<file path="config.mk">
export PLATFORM = sky130hd
export DESIGN_NAME = parking_count_sched
export DESIGN_NICKNAME = d
export VERILOG_FILES = /design/src/rtl/parking_count_sched_pkg.sv /design/src/rtl/parking_count_sched_rr_arbiter.sv /design/src/rtl/parking_count_sched.sv
export SDC_FILE = /design/constraint.sdc
export NUM_CORES = 1
export LEC_CHECK = 0
export ABC_CLOCK_PERIOD_IN_PS = 2600
export BUFFER_PORTS_ARGS = -buffer_cell sky130_fd_sc_hd__buf_2
export CORE_ASPECT_RATIO = 0.9
export CORE_MARGIN = 4
export CORE_UTILIZATION = 55
export DETAILED_ROUTE_END_ITERATION = 7
export GPL_TIMING_DRIVEN = 0
export HOLD_SLACK_MARGIN = 0.02
export PLACE_DENSITY_LB_ADDON = 0.08
export REMOVE_ABC_BUFFERS = 1
export SYNTH_ARGS = -nofsm -noshare
export SYNTH_HDL_FRONTEND = slang
export SYNTH_SLANG_ARGS = --single-unit
</file>
<file path="constraint.sdc">
create_clock -name clk -period 2.6 [get_ports clk]
set_clock_uncertainty 0.05 [all_clocks]
set_input_delay 0.26 -clock clk [delete_from_list [all_inputs] [get_ports clk]]
set_output_delay 0.26 -clock clk [all_outputs]
set_load 0.02 [all_outputs]
</file>
<file path="src/rtl/parking_count_sched_pkg.sv">
// Shared types and constants for the parking-lane event scheduler.
package parking_count_sched_pkg;

  typedef enum logic [1:0] {
    StIdle,
    StIssue,
    StGap
  } sched_state_t;

  localparam logic DIR_UP   = 1'b1;
  localparam logic DIR_DOWN = 1'b0;

  localparam int unsigned DEFAULT_CAPACITY = 99;

endpackage

</file>
<file path="src/rtl/parking_count_sched_rr_arbiter.sv">
// Round-robin arbiter: grants the first requesting lane at or after ptr.
module parking_count_sched_rr_arbiter #(
  parameter int unsigned N  = 2,
  parameter int unsigned IW = 1
) (
  input  logic [N-1:0]  req,
  input  logic [IW-1:0] ptr,
  output logic [N-1:0]  gnt,
  output logic [IW-1:0] idx,
  output logic          valid
);

  always_comb begin
    int unsigned j;
    gnt   = '0;
    idx   = '0;
    valid = 1'b0;
    j     = 0;
    for (int unsigned off = 0; off < N; off++) begin
      j = (32'(ptr) + off) % N;
      if (!valid && req[j]) begin
        valid  = 1'b1;
        gnt[j] = 1'b1;
        idx    = IW'(j);
      end
    end
  end

endmodule

</file>
<file path="src/rtl/parking_count_sched.sv">
// Queues per-lane car in/out pulses and issues them one at a time to the
// shared BCD counter, keeping a guarded binary occupancy mirror.
module parking_count_sched
  import parking_count_sched_pkg::*;
#(
  parameter int unsigned NUM_LANES = 2,
  parameter int unsigned CAPACITY  = DEFAULT_CAPACITY,
  parameter int unsigned PEND_W    = 3,
  parameter int unsigned GAP       = 1,
  parameter int unsigned OCC_W     = 7
) (
  input  logic                 clk,
  input  logic                 reset_n,
  input  logic [NUM_LANES-1:0] incr,
  input  logic [NUM_LANES-1:0] decr,
  input  logic                 cnt_ready,
  input  logic                 err_clr,
  output logic                 tick,
  output logic                 sign,
  output logic [OCC_W-1:0]     occupancy,
  output logic                 full,
  output logic                 empty,
  output logic                 err_overflow,
  output logic                 err_underflow,
  output logic                 err_lost
);

  localparam int unsigned   IW      = (NUM_LANES > 1) ? $clog2(NUM_LANES) : 1;
  localparam int unsigned   GW      = (GAP > 1) ? $clog2(GAP) : 1;
  localparam logic [GW-1:0] GapLast = GW'((GAP > 0) ? GAP - 1 : 0);
  localparam logic [OCC_W-1:0] Cap  = OCC_W'(CAPACITY);

  sched_state_t         state_q, state_d;
  logic [IW-1:0]        lane_q, lane_d, rr_q, rr_d;
  logic                 dir_q, dir_d;
  logic [GW-1:0]        gap_q, gap_d;
  logic                 tick_q, tick_d, sign_q, sign_d;
  logic [OCC_W-1:0]     occ_q, occ_d;
  logic                 ovf_q, unf_q, lost_q;
  logic                 ovf_set, unf_set;

  logic [NUM_LANES-1:0] up_req, dn_req, up_srv, dn_srv, lost;
  logic [NUM_LANES-1:0] gnt;
  logic [IW-1:0]        gnt_idx;
  logic                 gnt_valid;
  logic                 issue;

  assign issue = (state_q == StIssue);

  for (genvar i = 0; i < NUM_LANES; i++) begin : g_lane
    logic [PEND_W-1:0] up_q, dn_q;

    assign up_srv[i] = issue && (lane_q == IW'(i)) && (dir_q == DIR_UP);
    assign dn_srv[i] = issue && (lane_q == IW'(i)) && (dir_q == DIR_DOWN);
    assign up_req[i] = |up_q;
    assign dn_req[i] = |dn_q;
    // A pulse arriving while its counter is being served replaces the consumed slot.
    assign lost[i]   = (incr[i] && !up_srv[i] && (up_q == '1)) ||
                       (decr[i] && !dn_srv[i] && (dn_q == '1));

    always_ff @(posedge clk or negedge reset_n) begin
      if (!reset_n) begin
        up_q <= '0;
        dn_q <= '0;
      end else begin
        if (incr[i] && !up_srv[i]) begin
          if (up_q != '1) up_q <= up_q + 1'b1;
        end else if (!incr[i] && up_srv[i]) begin
          up_q <= up_q - 1'b1;
        end
        if (decr[i] && !dn_srv[i]) begin
          if (dn_q != '1) dn_q <= dn_q + 1'b1;
        end else if (!decr[i] && dn_srv[i]) begin
          dn_q <= dn_q - 1'b1;
        end
      end
    end
  end

  parking_count_sched_rr_arbiter #(
    .N  (NUM_LANES),
    .IW (IW)
  ) u_arb (
    .req   (up_req | dn_req),
    .ptr   (rr_q),
    .gnt   (gnt),
    .idx   (gnt_idx),
    .valid (gnt_valid)
  );

  assign full  = (occ_q == Cap);
  assign empty = (occ_q == '0);

  always_comb begin
    state_d = state_q;
    lane_d  = lane_q;
    dir_d   = dir_q;
    rr_d    = rr_q;
    gap_d   = gap_q;
    tick_d  = 1'b0;
    sign_d  = sign_q;
    occ_d   = occ_q;
    ovf_set = 1'b0;
    unf_set = 1'b0;
    unique case (state_q)
      StIdle: begin
        if (gnt_valid && cnt_ready) begin
          state_d = StIssue;
          lane_d  = gnt_idx;
          dir_d   = up_req[gnt_idx] ? DIR_UP : DIR_DOWN;
        end
      end
      StIssue: begin
        rr_d = (lane_q == IW'(NUM_LANES - 1)) ? '0 : lane_q + 1'b1;
        if (dir_q == DIR_UP && full) begin
          ovf_set = 1'b1;
        end else if (dir_q == DIR_DOWN && empty) begin
          unf_set = 1'b1;
        end else begin
          tick_d = 1'b1;
          sign_d = dir_q;
          occ_d  = (dir_q == DIR_UP) ? occ_q + 1'b1 : occ_q - 1'b1;
        end
        gap_d   = '0;
        state_d = (GAP > 0) ? StGap : StIdle;
      end
      StGap: begin
        if (gap_q == GapLast) state_d = StIdle;
        else gap_d = gap_q + 1'b1;
      end
      default: state_d = StIdle;
    endcase
  end

  always_ff @(posedge clk or negedge reset_n) begin
    if (!reset_n) begin
      state_q <= StIdle;
      lane_q  <= '0;
      dir_q   <= DIR_DOWN;
      rr_q    <= '0;
      gap_q   <= '0;
      tick_q  <= 1'b0;
      sign_q  <= 1'b0;
      occ_q   <= '0;
      ovf_q   <= 1'b0;
      unf_q   <= 1'b0;
      lost_q  <= 1'b0;
    end else begin
      state_q <= state_d;
      lane_q  <= lane_d;
      dir_q   <= dir_d;
      rr_q    <= rr_d;
      gap_q   <= gap_d;
      tick_q  <= tick_d;
      sign_q  <= sign_d;
      occ_q   <= occ_d;
      // Set has priority over a coincident clear.
      ovf_q   <= ovf_set | (ovf_q & ~err_clr);
      unf_q   <= unf_set | (unf_q & ~err_clr);
      lost_q  <= (|lost) | (lost_q & ~err_clr);
    end
  end

  assign tick          = tick_q;
  assign sign          = sign_q;
  assign occupancy     = occ_q;
  assign err_overflow  = ovf_q;
  assign err_underflow = unf_q;
  assign err_lost      = lost_q;

endmodule

</file>
==> summary.md, run 1 <==
By area, the combinational part of the netlist is dominated by simple AND/OR/NAND/NOR gates. The main flop type after synthesis was dfrtp_1. TritonCTS built the clock tree. The final core utilization is 0.659, and the pre-CTS worst setup slack is -0.0976 ns. Once detail routing completed, the nets flagged for antenna violations numbered 0. Data arrives at the worst endpoint at 2.56 ns. Along the worst hold path, the cell count comes to 3. The post-layout net count was 196. For the post-place instance area, the log shows 1790 µm². In this run the critical register-to-register path is captured at occupancy[6]. The worst setup path is launched from a flop. For the initial core utilization, the log shows 0.587. Setup repair after global routing left no endpoint under its margin. VDD sags by at most 0.000590 V.

Classification of the worst-slack hold path: input port to flop. The setup slack of the worst register-to-register path is 0.20 ns. The transition at the pin with the smallest max-transition slack works out to 0.628 ns. The residual DRC count came out at 0. The cell row count was 18; the post-synthesis share of cell area spent on and, or, nand and nor gates was 0.147. The clock share of power was 0.118. For the summed negative setup slack over all endpoints, the log shows 0 ns. The internal portion of total power is 1.23 mW. The routed design could run at a clock period as short as 2.40 ns. The run gives 1650 µm² as the post-synthesis instance area. In this run the power spent charging and discharging nets is 0.955 mW. The tools report the beginning of the worst register-to-register path as dir_q. The H-tree generated during clock tree synthesis spans 2 levels. From bottom edge to top edge, the die measures 60.0 µm. With fillers left out, the area of the finished cells amounts to 1850 µm². For this run the aggregate overflow at the end of global routing stands at 0. The logs give 0.465 for the share of power burned in combinational logic and 417 MHz for the achievable frequency.

The proportion of synthesized flip-flops having asynchronous set or reset works out to 1.00. The tools report the initial antenna violation count as 0. The area growth from synthesis to layout is 12.2%. The number of hold violations in the final report came out at 0.

Summed over all cells, the static leakage comes to 0.852 nW. In this run the worst path has a maximum fanout of 12. The compound-cell area share of the yosys netlist is 0.146, and the global placement routability congestion is 0.813. The total of endpoints with negative setup slack in the final report was 0; the depth of the worst register-to-register path was 7.

The mean number of vias per cell was 5.67. The number of antenna diodes in the final layout is 0. The floorplan step set the die width to 65.8 µm.

Total number of clock tree sinks: 29. The number of enable-type register cells in the synthesized netlist is 0. The tools report the count of final max-slew check failures as 0. Each instance of the synthesized netlist takes up on average 10.9 µm². The flow ran to the end, and the final reports show no timing, DRC or antenna violations. The tools report the sequential fraction of the synthesis area as 0.439.

The share of layout cells above drive strength 1 was 0.229; the switching power share of the total was 0.437. Max-cap violations in this run came to 0. The power per unit of standard cell area came out at 1180 nW/µm².

The initial detailed-routing violation count is 59. The cell chosen for the clock root is clkbuf_4. The element type at the critical path end was a flop. The run gives 0.32 ns as the insertion delay to the later sink of the worst-skew pair. Once detailed placement completed, the half-perimeter wirelength came to 2410 µm. Sequential cell fraction of total power: 0.417.

The largest net degree at the start of global routing was 30. The number of buffer cells added on primary ports was 21. The run gives 1246 as the number of global-route vias before repair.

For the total routing resource utilization after global routing, the log shows 0.190. The path with the worst hold slack has its endpoint at err_overflow. The tools report the detailed-router iteration count before antenna repair as 6. The count of state elements after synthesis came out at 29. The max-slew headroom at the worst pin came out at 0.581. The number of buffers on the longest clock path is 2, and the share of cell area taken by muxes after synthesis is 0.0530. In this run the most critical hold path is launched from err_clr.

Per-cell routed wire length: 14.6 µm. The detailed router placed 1241 vias in this run. For this block, the routed nets add up to 3200 µm of wire.

The floorplan core area is 2820 µm². During synthesis, Yosys emitted a total of 0 warnings. The total CTS buffers was 5; the post-synthesis share of cell area spent on full adders, half adders and majority gates was 0.0984. The final cycle utilization of the critical path is 0.923.

The synthesized instance count was 152. Once the clock tree was built, the setup fixing pass inserted 0 buffers. The die covers 3950 µm². The critical path in this run is classified as flop to flop. After synthesis, the netlist uses 45 different library cells. Pin placement for this block handled 22 I/O pins. Data on the critical path is required at its endpoint by 2.76 ns. Clock-pin slew was measured on the worst setup and hold paths at 0.09 ns.

The parity-gate share of the synthesized area counting xor and xnor cells was 0.0901. The setup slack after layout was 0.200 ns; the first-pass GRT wire length was 5610 µm. The run gives 240 as the total of fill cells in the finished design. Power comes to 2.19 mW.
[how the worst max path moves through the flow]
| stage | slack (ns) | end | from | cells after the start |
|---|---|---|---|---|
| 4_1_cts | 0.07 | occupancy[6] | dir_q | 7 |
| 3_3_place_gp | -0.09 | occupancy[6] | dir_q | 7 |
| 6_report | 0.20 | occupancy[6] | dir_q | 7 |
| 5_1_grt | 0.05 | occupancy[6] | dir_q | 7 |
| 3_5_place_dp | -0.1 | occupancy[6] | dir_q | 7 |
| 2_1_floorplan | 0.19 | occupancy[6] | dir_q | 7 |
[cells in the mapped netlist, drive strengths merged (2+ instances only)]
master	number	area (µm²)
a211oi	2	15.0
a21o	2	15.0
a21oi	4	20.0
and2	2	12.5
buf	3	17.5
dfrtp	29	726
fa	5	100
ha	5	62.6
inv	6	22.5
mux2	6	67.6
mux2i	2	20.0
nand2	13	48.8
nand3	7	35.0
nor2	5	18.8
nor3	3	15.0
nor4	2	12.5
o21ai	12	63.8
o2bb2ai	3	26.3
o31ai	3	27.5
o41ai	2	25.0
or3	3	23.8
xnor2	6	52.6
xor2	11	96.3
[metrics by stage]
step / hold slack, ns / instances
finish: 0.184 / 219
global route: 0.203 / 219
CTS: 0.179 / 219
detailed placement: 0.264 / 210
global placement: 0.262 / 210
floorplan: -0.0856 / 149
[per-layer routing]
metal  GRT usage  wire length, µm  vias up
li1            -                -      606
met1       0.264             1550      608
met2       0.289             1480       22
met3      0.0470              128        5
met4      0.0680               48        0
met5           0                0        -
[power groups by stage]
stage               combinational, mW  clock, mW  sequential [mW]
floorplan                       0.716          0            0.935
global placement                0.976          0            0.894
detailed placement               1.02          0            0.910
CTS                              1.02      0.266            0.907
global route                     1.14      0.288            0.951
finish                           1.02      0.259            0.910
[timing repair]
action / CTS / global route
gates cloned: 0 / 0
setup endpoints to repair: 1 / 1
gates resized for setup: 1 / 1
endpoints found under the hold margin: 29 / 0
hold buffers: 1 / 0
[registers in the layout, indices dropped and copies added (netlist names)]
register / flops
dir_q: 1
err_lost: 1
err_overflow: 1
err_underflow: 1
g_lane.dn_q: 6
g_lane.up_q: 6
lane_q: 1
occupancy: 7
rr_q: 1
sign: 1
state_q: 2
tick: 1
[final cells by class]
class                           count  area (µm²)  share of cell area
Clock inverter                      2        10.0             0.00540
Inverter                            7        27.5              0.0148
Sequential cell                    29         727               0.392
Multi-Input combinational cell    113         883               0.476
Clock buffer                        6        41.3              0.0223
Tap cell                           40        50.0              0.0270
Timing Repair Buffer               22         115              0.0621
[critical path, stage by stage, from the launching register on]
cell and delay [ns]:
dfrtp_2 0.48, clkinv_2 0.23, ha_1 0.43, a211oi_1 0.11, or4b_2 0.63, o41ai_1 0.09
nor3_1 0.10, xor2_1 0.16
[cell usage in the layout (no fill, tap or decap), types with 6 or more instances in the layout]
cell type / n
buf_2: 21
xor2_1: 11
nand3_1: 7
dfrtp_1: 28
nand2_1: 13
mux2_2: 6
inv_1: 6
xnor2_1: 6
o21ai_0: 10
[kinds of logic after synthesis]
family	Yosys count
compound gates	34
xor+xnor	17
fa+ha+maj	10
buf+inv	10
flops	29
mux	8
simple gates	44
No activity file was read; power rests on OpenSTA's default activity.
==> run 2: changes to the inputs <==
Settings changed: CELL_PAD_IN_SITES_DETAIL_PLACEMENT set to 1, CELL_PAD_IN_SITES_GLOBAL_PLACEMENT set to 1, CORE_UTILIZATION 55 to 45.
==> summary.md, run 2 (synthesized netlist as in run 1, its figures left out) <==
Compared with the post-synthesis result, the final layout area differs by 16.4%. After detailed placement, the design holds a cell count of 214. The tools report the cell row count as 20. The share of layout cells above drive strength 1 is 0.229, and the number of buffer cells added on primary ports is 21. Data on the critical path arrives at its endpoint at 2.54 ns.

Entering global routing, the biggest net connects 30 pins. Before CTS, the worst setup slack after placement is -0.185 ns. For the initial core utilization, the log shows 0.479. Post-layout net count: 196. Once layout is complete, the cells apart from fillers number 223. In this design, the stage delay of the slowest critical-path cell is 0.62 ns. IR analysis of the VDD net gives a maximum drop of 0.000615 V. The CTS H-tree depth is 2, and the number of buffers on the longest clock path is 2. The logs give 0.162 ns for the setup slack after layout and 0 for the residual DRC count. The clock period minus final worst setup slack came out at 2.44 ns.

Routability-driven placement finished with a final weighted congestion of 0.770. The run gives 399 as the total of fill cells in the finished design. The total area inside the core boundary comes to 3450 µm². The first-pass GRT wire length was 6390 µm; the initial antenna violation count was 0. The category of the worst setup path launch point was a flop. The leakage power total came out at 0.879 nW. The total routing resource utilization after global routing is 0.176, and the number of maximum-capacitance constraint violations is 0. The floorplan step defined a die boundary enclosing 4710 µm².

22 I/O pins were placed. The power per unit of standard cell area is 1280 nW/µm². Setup violations remaining at the end of the flow were counted as 0. The number of routed nets with antenna violations was 0.

The vias after detailed routing came out at 1250. The later pin in the worst-skew pair is clocked with a latency of 0.27 ns. Summed over all layers, the global routing overflow is 0. The flow ran to the end, and the final reports show no timing, DRC or antenna violations.

For the count of final max-slew check failures, the log shows 0. TritonCTS built the clock tree. The worst setup path category was flop to flop. Using the TritonRoute via totals, the vias-per-cell ratio works out to 5.61.

Data on the critical path is required at its endpoint by 2.70 ns. The element type at the critical path end is a flop. In the layout the commonest cells are 28 x dfrtp_1, 21 x buf_2, 13 x nand2_1. The final cycle utilization of the critical path came out at 0.938.

The clock net in this run drives a total of 29 sinks. Clock tree synthesis selected as its root buffer the cell clkbuf_8. The final layout contains routed wiring with a total length of 3680 µm.

Clock-pin slew was measured on the worst setup and hold paths at 0.06 ns. In this run the vertical extent of the chip is 65.5 µm. The initial detailed-routing violation count is 52, and the max-slew headroom at the worst pin is 0.560.

In this run the worst path has a maximum fanout of 12. Setup repair after global routing left no endpoint under its margin. Static timing analysis puts the maximum clock frequency at 410 MHz. The run gives 0 as the antenna diode count. Number of global-route vias before repair: 1330. The transition at the pin with the smallest max-transition slack was 0.661 ns; the detailed-router iteration count before antenna repair was 4. The die is 71.9 µm wide.

Leading cell type in the layout, fill and taps excluded: dfrtp_1. Traced cell by cell, the critical path runs through clkinv_2 -> ha_1 -> o21ai_0 -> or4b_2 -> o41ai_1 -> nor3_1 -> xor2_1. After detailed routing, the average wire length per cell comes to 16.5 µm. The run gives 0 as the number of hold violations in the final report. The highest-delay cell along the critical path is or4b_2.

The number of clock buffers added by TritonCTS is 5. The tightest min-delay check is of the input port to flop type. The HPWL after detailed placement came out at 2810 µm. The register with the most flip-flops in the layout has 7 of them. The post-CTS setup buffer count came out at 0.
-- run 2: cell count changes in the layout (fill, tap and decap cells not counted) --
cell       previous run  this run
bufinv_16             0         1
clkbuf_8              0         6
clkbuf_4              5         0
clkinv_2              3         1
-- run 2: routing by layer --
metal	wire, µm	up-vias	track usage
met4	13	0	0.0352
li1	-	603	-
met2	1660	30	0.280
met5	0	-	0
met1	1830	615	0.243
met3	175	2	0.0443
-- run 2: stage by stage --
step	util	hold slack, ns	setup TNS, ns	area, µm²	power [mW]
floorplan	-	-0.0856	0	1640	1.65
global placement	0.520	0.266	-0.117	1800	1.88
detailed placement	0.520	0.279	-0.185	1800	1.98
CTS	0.557	0.228	0	1920	2.47
global route	0.557	0.238	0	1920	2.66
finish	0.557	0.231	0	1920	2.45
-- run 2: worst max-delay path, delay by kind of cell (launching register included) --
kind | cells | cell delay, ns
AOI/OAI and AO/OA | 2 | 0.24
xor gates and xnor gates | 1 | 0.16
adders and majority gates | 1 | 0.42
buffers and inverters | 1 | 0.23
DFF | 1 | 0.48
and+or+nand+nor | 2 | 0.73
-- run 2: cell type report --
class / instances / area, µm² / area share
repair buffers: 22 / 115 / 0.0598
inverters: 7 / 27.5 / 0.0143
clock buffers: 7 / 86.3 / 0.0449
flip-flops and latches: 29 / 727 / 0.378
well taps: 44 / 55.1 / 0.0286
multi-input cells: 113 / 883 / 0.459
clock inverters: 1 / 30.0 / 0.0156
-- run 2: power by group --
| part | total (mW) | internal (mW) | switching (mW) |
|---|---|---|---|
| combinational | 1.07 | 0.489 | 0.578 |
| sequential | 0.908 | 0.647 | 0.261 |
| clock | 0.480 | 0.312 | 0.168 |
-- run 2: timing repair --
action,in CTS,in global routing
setup endpoints to repair,1,1
gates resized for setup,1,1
hold buffers,1,0
pin swaps,0,0
endpoints found under the hold margin,29,0
-- run 2: final timing paths --
kind	start	cells after the start	slack [ns]	end
worst max-delay path	dir_q	7	0.16	occupancy[6]
worst min-delay path	err_clr	3	0.23	err_overflow
worst max register to register	dir_q	7	0.16	occupancy[6]
worst min register to register	err_overflow	1	0.44	err_overflow
max in group asynchronous	reset_n	2	1.53	dir_q
min in group asynchronous	reset_n	2	0.50	occupancy[0]
